### src/rtl/icache_pkg.sv
// Shared types and width helpers for the direct-mapped instruction cache.
package icache_pkg;

    typedef enum logic [1:0] {
        IDLE        = 2'd0,
        REFILL_REQ  = 2'd1,
        REFILL_WAIT = 2'd2,
        RESP        = 2'd3
    } state_t;

    // Word-offset width inside a line.
    function automatic int unsigned off_width(input int unsigned words_per_line);
        return $clog2(words_per_line);
    endfunction

    // Line-index width.
    function automatic int unsigned idx_width(input int unsigned lines);
        return $clog2(lines);
    endfunction

    // Tag width: what remains above byte offset, word offset and index.
    function automatic int unsigned tag_width(input int unsigned addr_w,
                                              input int unsigned lines,
                                              input int unsigned words_per_line);
        return addr_w - 2 - off_width(words_per_line) - idx_width(lines);
    endfunction

endpackage

### src/rtl/icache_if.sv
// Word-read bus: request handshake plus an unthrottled response pulse.
// Used for both the fetch side (cache is slave) and the memory side (cache is master).
interface icache_if #(
    parameter int unsigned ADDR_W = 32,
    parameter int unsigned DATA_W = 32
);
    logic              req_valid;
    logic [ADDR_W-1:0] req_addr;
    logic              req_ready;
    logic              rsp_valid;
    logic [DATA_W-1:0] rsp_data;

    modport master (
        output req_valid,
        output req_addr,
        input  req_ready,
        input  rsp_valid,
        input  rsp_data
    );

    modport slave (
        input  req_valid,
        input  req_addr,
        output req_ready,
        output rsp_valid,
        output rsp_data
    );
endinterface

### src/rtl/icache_data_ram.sv
// Cache data store: LINES*WORDS_PER_LINE words, one write port, one registered read port.
module icache_data_ram
    import icache_pkg::*;
#(
    parameter int unsigned LINES          = 16,
    parameter int unsigned WORDS_PER_LINE = 4,
    parameter int unsigned DATA_W         = 32,
    localparam int unsigned AW = idx_width(LINES) + off_width(WORDS_PER_LINE)
) (
    input  logic              clk,
    input  logic              i_wr_en,
    input  logic [AW-1:0]     i_wr_addr,
    input  logic [DATA_W-1:0] i_wr_data,
    input  logic              i_rd_en,
    input  logic [AW-1:0]     i_rd_addr,
    output logic [DATA_W-1:0] o_rd_data
);

    logic [DATA_W-1:0] r_mem [LINES*WORDS_PER_LINE];
    logic [DATA_W-1:0] r_rd_data;

    // Storage write and registered read; contents are not reset.
    always_ff @(posedge clk) begin
        if (i_wr_en) begin
            r_mem[i_wr_addr] <= i_wr_data;
        end
        if (i_rd_en) begin
            r_rd_data <= r_mem[i_rd_addr];
        end
    end

    assign o_rd_data = r_rd_data;

endmodule

### src/rtl/icache_dm.sv
// Direct-mapped instruction cache with word-serial line refill.
// Define ICACHE_PERF_EN to add the perf_hits/perf_misses counters and ports.
module icache_dm
    import icache_pkg::*;
#(
    parameter int unsigned ADDR_W         = 32,
    parameter int unsigned DATA_W         = 32,
    parameter int unsigned LINES          = 16,
    parameter int unsigned WORDS_PER_LINE = 4
) (
    input  logic     clk,
    input  logic     rst_n,
    input  logic     flush,
    icache_if.slave  fetch,
    icache_if.master mem
`ifdef ICACHE_PERF_EN
    ,
    output logic [31:0] perf_hits,
    output logic [31:0] perf_misses
`endif
);

    localparam int unsigned OFF_W = off_width(WORDS_PER_LINE);
    localparam int unsigned IDX_W = idx_width(LINES);
    localparam int unsigned TAG_W = tag_width(ADDR_W, LINES, WORDS_PER_LINE);

    state_t             r_state;
    state_t             w_state_nxt;

    logic [TAG_W-1:0]   r_req_tag;
    logic [IDX_W-1:0]   r_req_idx;
    logic [OFF_W-1:0]   r_req_off;
    logic [OFF_W-1:0]   r_cnt;
    logic               r_flush_pend;

    logic [LINES-1:0]   r_valid;
    logic [TAG_W-1:0]   r_tags [LINES];

    logic               r_rsp_hit;
    logic [DATA_W-1:0]  r_fill_word;

    logic [TAG_W-1:0]   w_req_tag;
    logic [IDX_W-1:0]   w_req_idx;
    logic [OFF_W-1:0]   w_req_off;
    logic               w_accept;
    logic               w_hit;
    logic               w_miss;
    logic               w_fill;
    logic               w_last;
    logic [DATA_W-1:0]  w_ram_rdata;
    logic               w_unused_byte_bits;

    assign w_req_tag = fetch.req_addr[ADDR_W-1 -: TAG_W];
    assign w_req_idx = fetch.req_addr[2+OFF_W +: IDX_W];
    assign w_req_off = fetch.req_addr[2 +: OFF_W];
    assign w_unused_byte_bits = ^fetch.req_addr[1:0];

    // A flush coinciding with an accept forces a miss.
    assign w_accept = (r_state == IDLE) && fetch.req_valid;
    assign w_hit    = w_accept && !flush && r_valid[w_req_idx]
                      && (r_tags[w_req_idx] == w_req_tag);
    assign w_miss   = w_accept && !w_hit;
    assign w_fill   = (r_state == REFILL_WAIT) && mem.rsp_valid;
    assign w_last   = w_fill && (r_cnt == '1);

    icache_data_ram #(
        .LINES          (LINES),
        .WORDS_PER_LINE (WORDS_PER_LINE),
        .DATA_W         (DATA_W)
    ) u_data_ram (
        .clk       (clk),
        .i_wr_en   (w_fill),
        .i_wr_addr ({r_req_idx, r_cnt}),
        .i_wr_data (mem.rsp_data),
        .i_rd_en   (w_accept),
        .i_rd_addr ({w_req_idx, w_req_off}),
        .o_rd_data (w_ram_rdata)
    );

    // FSM state register.
    always_ff @(posedge clk) begin
        if (!rst_n) begin
            r_state <= IDLE;
        end else begin
            r_state <= w_state_nxt;
        end
    end

    // Next-state logic and handshake/response outputs.
    always_comb begin
        w_state_nxt    = r_state;
        fetch.req_ready = 1'b0;
        fetch.rsp_valid = 1'b0;
        fetch.rsp_data  = '0;
        mem.req_valid   = 1'b0;
        mem.req_addr    = '0;

        // Hit data comes from the RAM read issued at accept; the refill
        // response uses the word captured while the line streamed in.
        if (r_rsp_hit) begin
            fetch.rsp_valid = 1'b1;
            fetch.rsp_data  = w_ram_rdata;
        end

        case (r_state)
            IDLE: begin
                fetch.req_ready = 1'b1;
                if (w_miss) begin
                    w_state_nxt = REFILL_REQ;
                end
            end
            REFILL_REQ: begin
                mem.req_valid = 1'b1;
                mem.req_addr  = {r_req_tag, r_req_idx, r_cnt, 2'b00};
                if (mem.req_ready) begin
                    w_state_nxt = REFILL_WAIT;
                end
            end
            REFILL_WAIT: begin
                if (mem.rsp_valid) begin
                    w_state_nxt = w_last ? RESP : REFILL_REQ;
                end
            end
            RESP: begin
                fetch.rsp_valid = 1'b1;
                fetch.rsp_data  = r_fill_word;
                w_state_nxt     = IDLE;
            end
            default: begin
                w_state_nxt = IDLE;
            end
        endcase
    end

    // Miss capture, refill word counter and flush-during-refill tracking.
    always_ff @(posedge clk) begin
        if (!rst_n) begin
            r_req_tag    <= '0;
            r_req_idx    <= '0;
            r_req_off    <= '0;
            r_cnt        <= '0;
            r_flush_pend <= 1'b0;
        end else if (w_miss) begin
            r_req_tag    <= w_req_tag;
            r_req_idx    <= w_req_idx;
            r_req_off    <= w_req_off;
            r_cnt        <= '0;
            r_flush_pend <= 1'b0;
        end else begin
            if (w_fill && !w_last) begin
                r_cnt <= r_cnt + OFF_W'(1);
            end
            if (flush && ((r_state == REFILL_REQ) || (r_state == REFILL_WAIT))) begin
                r_flush_pend <= 1'b1;
            end
        end
    end

    // Response registers: hit flag and the requested word seen during refill.
    always_ff @(posedge clk) begin
        if (!rst_n) begin
            r_rsp_hit   <= 1'b0;
            r_fill_word <= '0;
        end else begin
            r_rsp_hit <= w_hit;
            if (w_fill && (r_cnt == r_req_off)) begin
                r_fill_word <= mem.rsp_data;
            end
        end
    end

    // Valid bits: flush wins over a completing refill; a line flushed mid-refill stays invalid.
    always_ff @(posedge clk) begin
        if (!rst_n) begin
            r_valid <= '0;
        end else if (flush) begin
            r_valid <= '0;
        end else if (w_last && !r_flush_pend) begin
            r_valid[r_req_idx] <= 1'b1;
        end
    end

    // Tag array, written when the last word of a line arrives.
    always_ff @(posedge clk) begin
        if (w_last) begin
            r_tags[r_req_idx] <= r_req_tag;
        end
    end

`ifdef ICACHE_PERF_EN
    logic [31:0] r_perf_hits;
    logic [31:0] r_perf_misses;

    // Wrapping hit/miss counters, counted at accept and untouched by flush.
    always_ff @(posedge clk) begin
        if (!rst_n) begin
            r_perf_hits   <= '0;
            r_perf_misses <= '0;
        end else begin
            if (w_hit) begin
                r_perf_hits <= r_perf_hits + 32'd1;
            end
            if (w_miss) begin
                r_perf_misses <= r_perf_misses + 32'd1;
            end
        end
    end

    assign perf_hits   = r_perf_hits;
    assign perf_misses = r_perf_misses;
`endif

endmodule

### src/flat_wrapper.sv
// flat-port wrapper written by rule: the top's interface ports become plain ports
module icache_dm_flat import icache_pkg::*;
#(
    parameter int unsigned ADDR_W         = 32,
    parameter int unsigned DATA_W         = 32,
    parameter int unsigned LINES          = 16,
    parameter int unsigned WORDS_PER_LINE = 4
)
  (clk, rst_n, flush, fetch_req_valid, fetch_req_addr, fetch_req_ready, fetch_rsp_valid, fetch_rsp_data, mem_req_valid, mem_req_addr, mem_req_ready, mem_rsp_valid, mem_rsp_data);
  icache_if #(.ADDR_W(ADDR_W), .DATA_W(DATA_W)) fetch_i ();
  icache_if #(.ADDR_W(ADDR_W), .DATA_W(DATA_W)) mem_i ();
  input  logic clk;
  input  logic rst_n;
  input  logic flush;
  input wire logic [$bits(fetch_i.req_valid)-1:0] fetch_req_valid;
  input wire logic [$bits(fetch_i.req_addr)-1:0] fetch_req_addr;
  output wire logic [$bits(fetch_i.req_ready)-1:0] fetch_req_ready;
  output wire logic [$bits(fetch_i.rsp_valid)-1:0] fetch_rsp_valid;
  output wire logic [$bits(fetch_i.rsp_data)-1:0] fetch_rsp_data;
  output wire logic [$bits(mem_i.req_valid)-1:0] mem_req_valid;
  output wire logic [$bits(mem_i.req_addr)-1:0] mem_req_addr;
  input wire logic [$bits(mem_i.req_ready)-1:0] mem_req_ready;
  input wire logic [$bits(mem_i.rsp_valid)-1:0] mem_rsp_valid;
  input wire logic [$bits(mem_i.rsp_data)-1:0] mem_rsp_data;
  assign fetch_i.req_valid = fetch_req_valid;
  assign fetch_i.req_addr = fetch_req_addr;
  assign fetch_req_ready = fetch_i.req_ready;
  assign fetch_rsp_valid = fetch_i.rsp_valid;
  assign fetch_rsp_data = fetch_i.rsp_data;
  assign mem_req_valid = mem_i.req_valid;
  assign mem_req_addr = mem_i.req_addr;
  assign mem_i.req_ready = mem_req_ready;
  assign mem_i.rsp_valid = mem_rsp_valid;
  assign mem_i.rsp_data = mem_rsp_data;
  icache_dm #(.ADDR_W(ADDR_W), .DATA_W(DATA_W), .LINES(LINES), .WORDS_PER_LINE(WORDS_PER_LINE)) u_core (.clk(clk), .rst_n(rst_n), .flush(flush), .fetch(fetch_i), .mem(mem_i));
endmodule
### config.mk
export PLATFORM = sky130hd
export DESIGN_NAME = icache_dm_flat
export DESIGN_NICKNAME = d
export VERILOG_FILES = /design/src/rtl/icache_pkg.sv /design/src/rtl/icache_if.sv /design/src/rtl/icache_data_ram.sv /design/src/rtl/icache_dm.sv /design/src/flat_wrapper.sv
export SDC_FILE = /design/constraint.sdc
export NUM_CORES = 2
export LEC_CHECK = 0
export BUFFER_PORTS_ARGS = -buffer_cell sky130_fd_sc_hd__buf_4
export CAP_MARGIN = 25
export CORE_UTILIZATION = 35
export CTS_CLUSTER_SIZE = 30
export DETAILED_ROUTE_END_ITERATION = 7
export PLACE_DENSITY = 0.59
export SLEW_MARGIN = 20
export SYNTH_ARGS = -nofsm -noshare
export SYNTH_HDL_FRONTEND = slang
export SYNTH_SLANG_ARGS = --single-unit
### constraint.sdc
create_clock -name clk -period 10.45 [get_ports clk]
set_input_delay 1.5675 -clock clk [delete_from_list [all_inputs] [get_ports clk]]
set_output_delay 1.5675 -clock clk [all_outputs]
set_load 0.05 [all_outputs]
# Yosys cells after proc, flatten, opt, wreduce, memory -nomap -nowiden
# Memories as Yosys holds them, arrays and structs flattened. A register that Yosys moved wholly into a read port is not among the register bits.
# Cells that the tools add are included.
# W data, S select, Z words.
# classes
n_eq_ne	9
n_addsub	1
muxes	20
n_lt_le_gt_ge	3
bitwise_logic	2
reduce_logical	21
# ops
operator	count
$mux W32	3
$eq A24 B24 Y1	1
$or A16 B16 Y16	1
$logic_and A1 B1 Y1	12
$lt A4 B5 Y1 const B	2
$mux W1	10
$mux W2	4
$pmux W2 S4	1
$eq A2 B2 Y1 const B	3
$bmux W1 S4	1
$demux W1 S4	1
$ge A4 B1 Y1 const B	1
$logic_not A1 Y1	4
$ne A2 B2 Y1 const B	2
$reduce_or A2 Y1	2
$reduce_and A3 Y1	1
$add A2 B1 Y2 const B	1
$eq A2 B1 Y1 const B	1
$eq A2 B2 Y1	1
$logic_not A2 Y1	1
$ne A2 B1 Y1 const B	1
$logic_or A1 B1 Y1	1
$not A1 Y1	1
# word_totals
n_memories	2
wordCells	67
reg_bits	84
ramBits	2432
# memory_table
name	depth	word_bits	read_ports	rd_ports_with_merged_regs	wr	line	source
u_core.u_data_ram.r_mem	64	32	1	1	1	icache_data_ram.sv:19	logic [DATA_W-1:0] r_mem [LINES*WORDS_PER_LINE];
u_core.r_tags	16	24	1	0	1	icache_dm.sv:37	logic [TAG_W-1:0] r_tags [LINES];

# Logic depth before layout (Yosys ltp)
# logic_depth
depth_word	9
depth_mapped	15

# Hierarchy
# A second synthesis with hierarchy kept.
# hier_totals
hier_cells	4665
hier_area_um2	98741.0
# by_module_without_submodules
module	cells_per_inst	n_inst	area_per_inst_um2	seq_area_each_um2
icache_data_ram	3324	1	78835.6	62459.9
icache_dm	1341	1	19905.3	13212.7

# Least setup slack after synthesis
# OpenSTA, ideal clock, no wires.
# synth_timing
path_kind	input-to-reg
from	in fetch_req_addr[2]
to	reg u_core.u_data_ram.r_rd_data[8] (netlist: u_core.u_data_ram.o_rd_data[8]), read port of u_core.u_data_ram.r_mem (data pin)
path_slack_ps	6093
n_path_buf	4
cell_stages	8
setup_ps	276
arrival_ps	4081
path_cell_list	clkbuf_1 -> clkbuf_1 -> buf_1 -> buf_2 -> mux4_2 -> mux4_2 -> nand2_1 -> a31oi_1
# synth_lines
item	line	source
from (decl)	flat_wrapper.sv:16	input wire logic [$bits(fetch_i.req_addr)-1:0] fetch_req_addr;
to (decl)	icache_data_ram.sv:20	logic [DATA_W-1:0] r_rd_data;

# Final worst setup path
# layout_timing
from	in fetch_req_addr[6]
to	reg u_core.r_cnt[0]
# layout_between
elab_chain_len	7
elab_cells_between_ends	9
# layout_rtl
item	line	source
parallel branches: the longest is 3 deep, another holds $mem_v2 Z16 W24	--	
$logic_and A1 B1 Y1 *	icache_dm.sv:61	&& (r_tags[w_req_idx] == w_req_tag);
$logic_not A1 Y1 *	icache_dm.sv:62	assign w_miss = w_accept && !w_hit;
$logic_and A1 B1 Y1 *	icache_dm.sv:62	
$reduce_or A2 Y1 (no source line) *	--	
to (signal assigned)	icache_dm.sv:151	r_cnt <= r_cnt + OFF_W'(1);
to (decl)	icache_dm.sv:33	logic [OFF_W-1:0] r_cnt;
# Every way passes the cells marked *. The select of a mux whose other input is x is not followed.
# A chain may end at the register's enable or synchronous reset.

==> flow_summary.ini <==
[setup_path]
start_kind = input pin
path_common_cell = buf_4
timing.critical_path.buf_inv = 3
cp.required_ns = 11.14
end_kind = register
startpoint = fetch_req_addr[6]
r2r_cells = 7
cp_data_arrival_time_ns = 6.40
r2r-end = u_core.u_data_ram.r_mem[33][19]$_DFFE_PP_
critPathMaxFanout = 70
critPathSlowestCell = buf_4
crit_path_cell_trace = buf_8, buf_4, mux4_2, mux2i_1, o2111ai_1, o22a_1, nor2_2, buf_4, nand3_1, a211oi_1
reg2reg_slack_ns = 6.27
cp.depth = 10
crit_family = buffers and inverters
rr_startpoint = u_core.r_state[0]$_SDFFE_PN0P_
critPathMaxStageDelay_ns = 0.80
endpoint = u_core.r_cnt[0]$_SDFFE_PP0P_
worstSetupPathType = input pin to register

[place]
place_congestion = 0.7906
hpwlAfterDp_um = 139800
io_buffers = 132
dpl.cell_count = 8056

[routing]
routed_wl_um = 270700
post_drt_via_cell_ratio = 5.638
drtAntennaViolNets = 0
post-route-drc-count = 0
dr.pass1.iters = 5
drt-initial-drc-count = 6387
vias = 48100
post_drt_wl_per_cell_um = 31.73

[final_layout]
fillers = 24270
finalNetCount = 4676
layout_common_cells = 2464 x edfxtp_1, 757 x mux4_2, 272 x clkbuf_16
drive_above_1_share = 0.3131
fin_cells = 8532
mostFrequentLayoutCell = edfxtp_1
final_util = 0.4055
area_growth_pct = 15.06

[synth]
synth_top_area_frac = 0.7501
synthTopCellsByArea = edfxtp_1 75%, mux4_2 17%, dfxtp_1 1.7%
syn_inst = 4336
synth_edf_count = 2464
async_reset_ff_frac = 0
avgSynthCellArea_sq_um = 22.75
ys_seq_elements = 2548
synth-seq-area-share = 0.7672
yosys.area.top_type = edfxtp_1
netlist_area_sq_um = 98640
yosysWarnings = 0
synth.distinct_cells = 65
synthFlopType = edfxtp_1

[die]
initial_core_util = 0.3524
die_w_um = 532.9
fp-row-count = 194
die_y_um = 532.9
die_area_sq_um = 284000
io_pins = 137
coreArea_sq_um = 279900

[timing]
period_needed_ns = 5.705
period_share = 0.5460
fmax_ghz = 0.1753
rsz0062_at_grt = no
tightest_slew_ns = 1.138
maxSlewViolCount = 0
fin_setup_tns_ns = 0
setup-violations-final = 0
slew_headroom = 0.2413
hold_viol_final = 0
fin_skew_ns = 0.08192

[power_and_ir_drop]
powerDensity_nw_per_um2 = 195.8
finalPower_mw = 22.23
irDropWorstVdd_mv = 0.1501
power.leakage_nw = 34.83

[cts]
insertion_delay_ns = 0.83
cts_resized = 0
root_buffer = clkbuf_16
cts_buffer_depth = 4
postCtsSetupBuffers = 0
htreeDepth = 5
postCtsHoldBufs = 0
numCtsBuffers = 266
clkSinkCount = 2548
cts_tree = yes
clk_pin_slew_ns = 0.06

[global_route]
track_usage = 0.1880
grt.overflow.total = 0
grt_pass1_wl_um = 375600
grt_max_degree = 140
grt_pass1_vias = 48030
antenna_found_initial = 12

[status]
status = completed

[run]
max_cap_violations = 0

[hold_path]
hold_path_class = register to register
==> flip-flops by register name (all words and copies together) (netlist names) <==
name,flops
u_core.r_fill_word,32
u_core.r_rsp_hit,1
u_core.r_valid,16
u_core.u_data_ram.r_mem,2048
u_core.r_req_tag,24
u_core.r_state,2
u_core.r_req_idx,4
u_core.r_req_off,2
u_core.r_tags,384
u_core.u_data_ram.o_rd_data,32
u_core.r_flush_pend,1
u_core.r_cnt,2
==> worst min-delay path by stage <==
| stage | from | end | slack (ns) | cells after the start |
|---|---|---|---|---|
| floorplan | u_core.r_valid[12]$_SDFFE_PP0P_ | u_core.r_valid[12]$_SDFFE_PP0P_ | 0.43 | 2 |
| global placement | u_core.r_fill_word[17]$_SDFFE_PN0P_ | u_core.r_fill_word[17]$_SDFFE_PN0P_ | 0.44 | 2 |
| detailed placement | u_core.r_fill_word[30]$_SDFFE_PN0P_ | u_core.r_fill_word[30]$_SDFFE_PN0P_ | 0.45 | 2 |
| CTS | u_core.r_fill_word[30]$_SDFFE_PN0P_ | u_core.r_fill_word[30]$_SDFFE_PN0P_ | 0.46 | 2 |
| global route | u_core.r_fill_word[25]$_SDFFE_PN0P_ | u_core.r_fill_word[25]$_SDFFE_PN0P_ | 0.47 | 2 |
| finish | u_core.r_fill_word[26]$_SDFFE_PN0P_ | u_core.r_fill_word[26]$_SDFFE_PN0P_ | 0.46 | 2 |
==> metal layers <==
| metal | track usage | up-vias | share of wire | wire, um |
|---|---|---|---|---|
| met1 | 0.2647 | 26420 | 0.41 | 111300 |
| met4 | 0.05758 | 0 | 0.029 | 7913 |
| li1 | - | 19010 | - | - |
| met5 | 0 | - | 0 | 0 |
| met2 | 0.2972 | 2235 | 0.48 | 129300 |
| met3 | 0.03373 | 434 | 0.082 | 22230 |
==> logic make-up (layout without fill, tap and decap cells) <==
group / Yosys count / in the layout / synth area share
simple gates: 407 / 407 / 0.02007
flops: 2548 / 2548 / 0.7672
compound gates: 251 / 251 / 0.01773
mux: 814 / 814 / 0.1788
fa+ha+maj: 5 / 5 / 0.0006342
other cells: 1 / 10 / 0.00003802
buf+inv: 275 / 738 / 0.01251
xor+xnor: 35 / 35 / 0.003108
==> per-stage QoR <==
stage	setup WS, ns	hold WS, ns	area (sq um)
after floorplan	6.093	0.4315	98640
after global placement	4.152	0.4427	104700
after detailed placement	4.091	0.4479	105000
after CTS	4.942	0.4559	113500
after global routing	4.586	0.4721	113500
final	4.745	0.4569	113500
==> cell type report <==
type / count / area, sq um / area share
Sequential cell: 2548 / 75670 / 0.6667
Multi-Input combinational cell: 1514 / 22330 / 0.1968
Clock buffer: 333 / 7136 / 0.06287
Tap cell: 3724 / 4659 / 0.04105
Timing Repair Buffer: 257 / 2295 / 0.02022
Clock inverter: 134 / 1324 / 0.01166
Inverter: 14 / 58.81 / 0.0005181
Antenna cell: 8 / 20.02 / 0.0001764
==> power breakdown <==
group,internal (mW),switching [mW]
Clock,5.44,3.90
Combinational,0.486,0.826
Sequential,11.4,0.175
Total,17.3,4.90
==> Yosys cell counts, types with 13 or more instances <==
library cell / number
buf_1: 52
a32oi_1: 25
a22o_1: 34
and3_1: 31
o21ai_0: 42
o211ai_1: 27
nor2b_1: 13
mux2i_1: 47
dfxtp_1: 84
clkbuf_1: 152
buf_2: 29
xnor2_1: 23
mux4_2: 757
nor2_1: 119
buf_6: 16
nand2_1: 107
edfxtp_1: 2464
nor3_1: 15
and2_1: 34
a21oi_1: 64
nand3_1: 36
==> worst reg2reg max path: stages, from the launching register on <==
cell and delay [ns]:
dfxtp_1 0.34, inv_1 0.11, ha_1 0.21, inv_1 0.16, nor2_1 0.62, nand3_1 0.76, nor2_4 0.97, buf_4 0.62
Power figures use the tool's default switching activity.
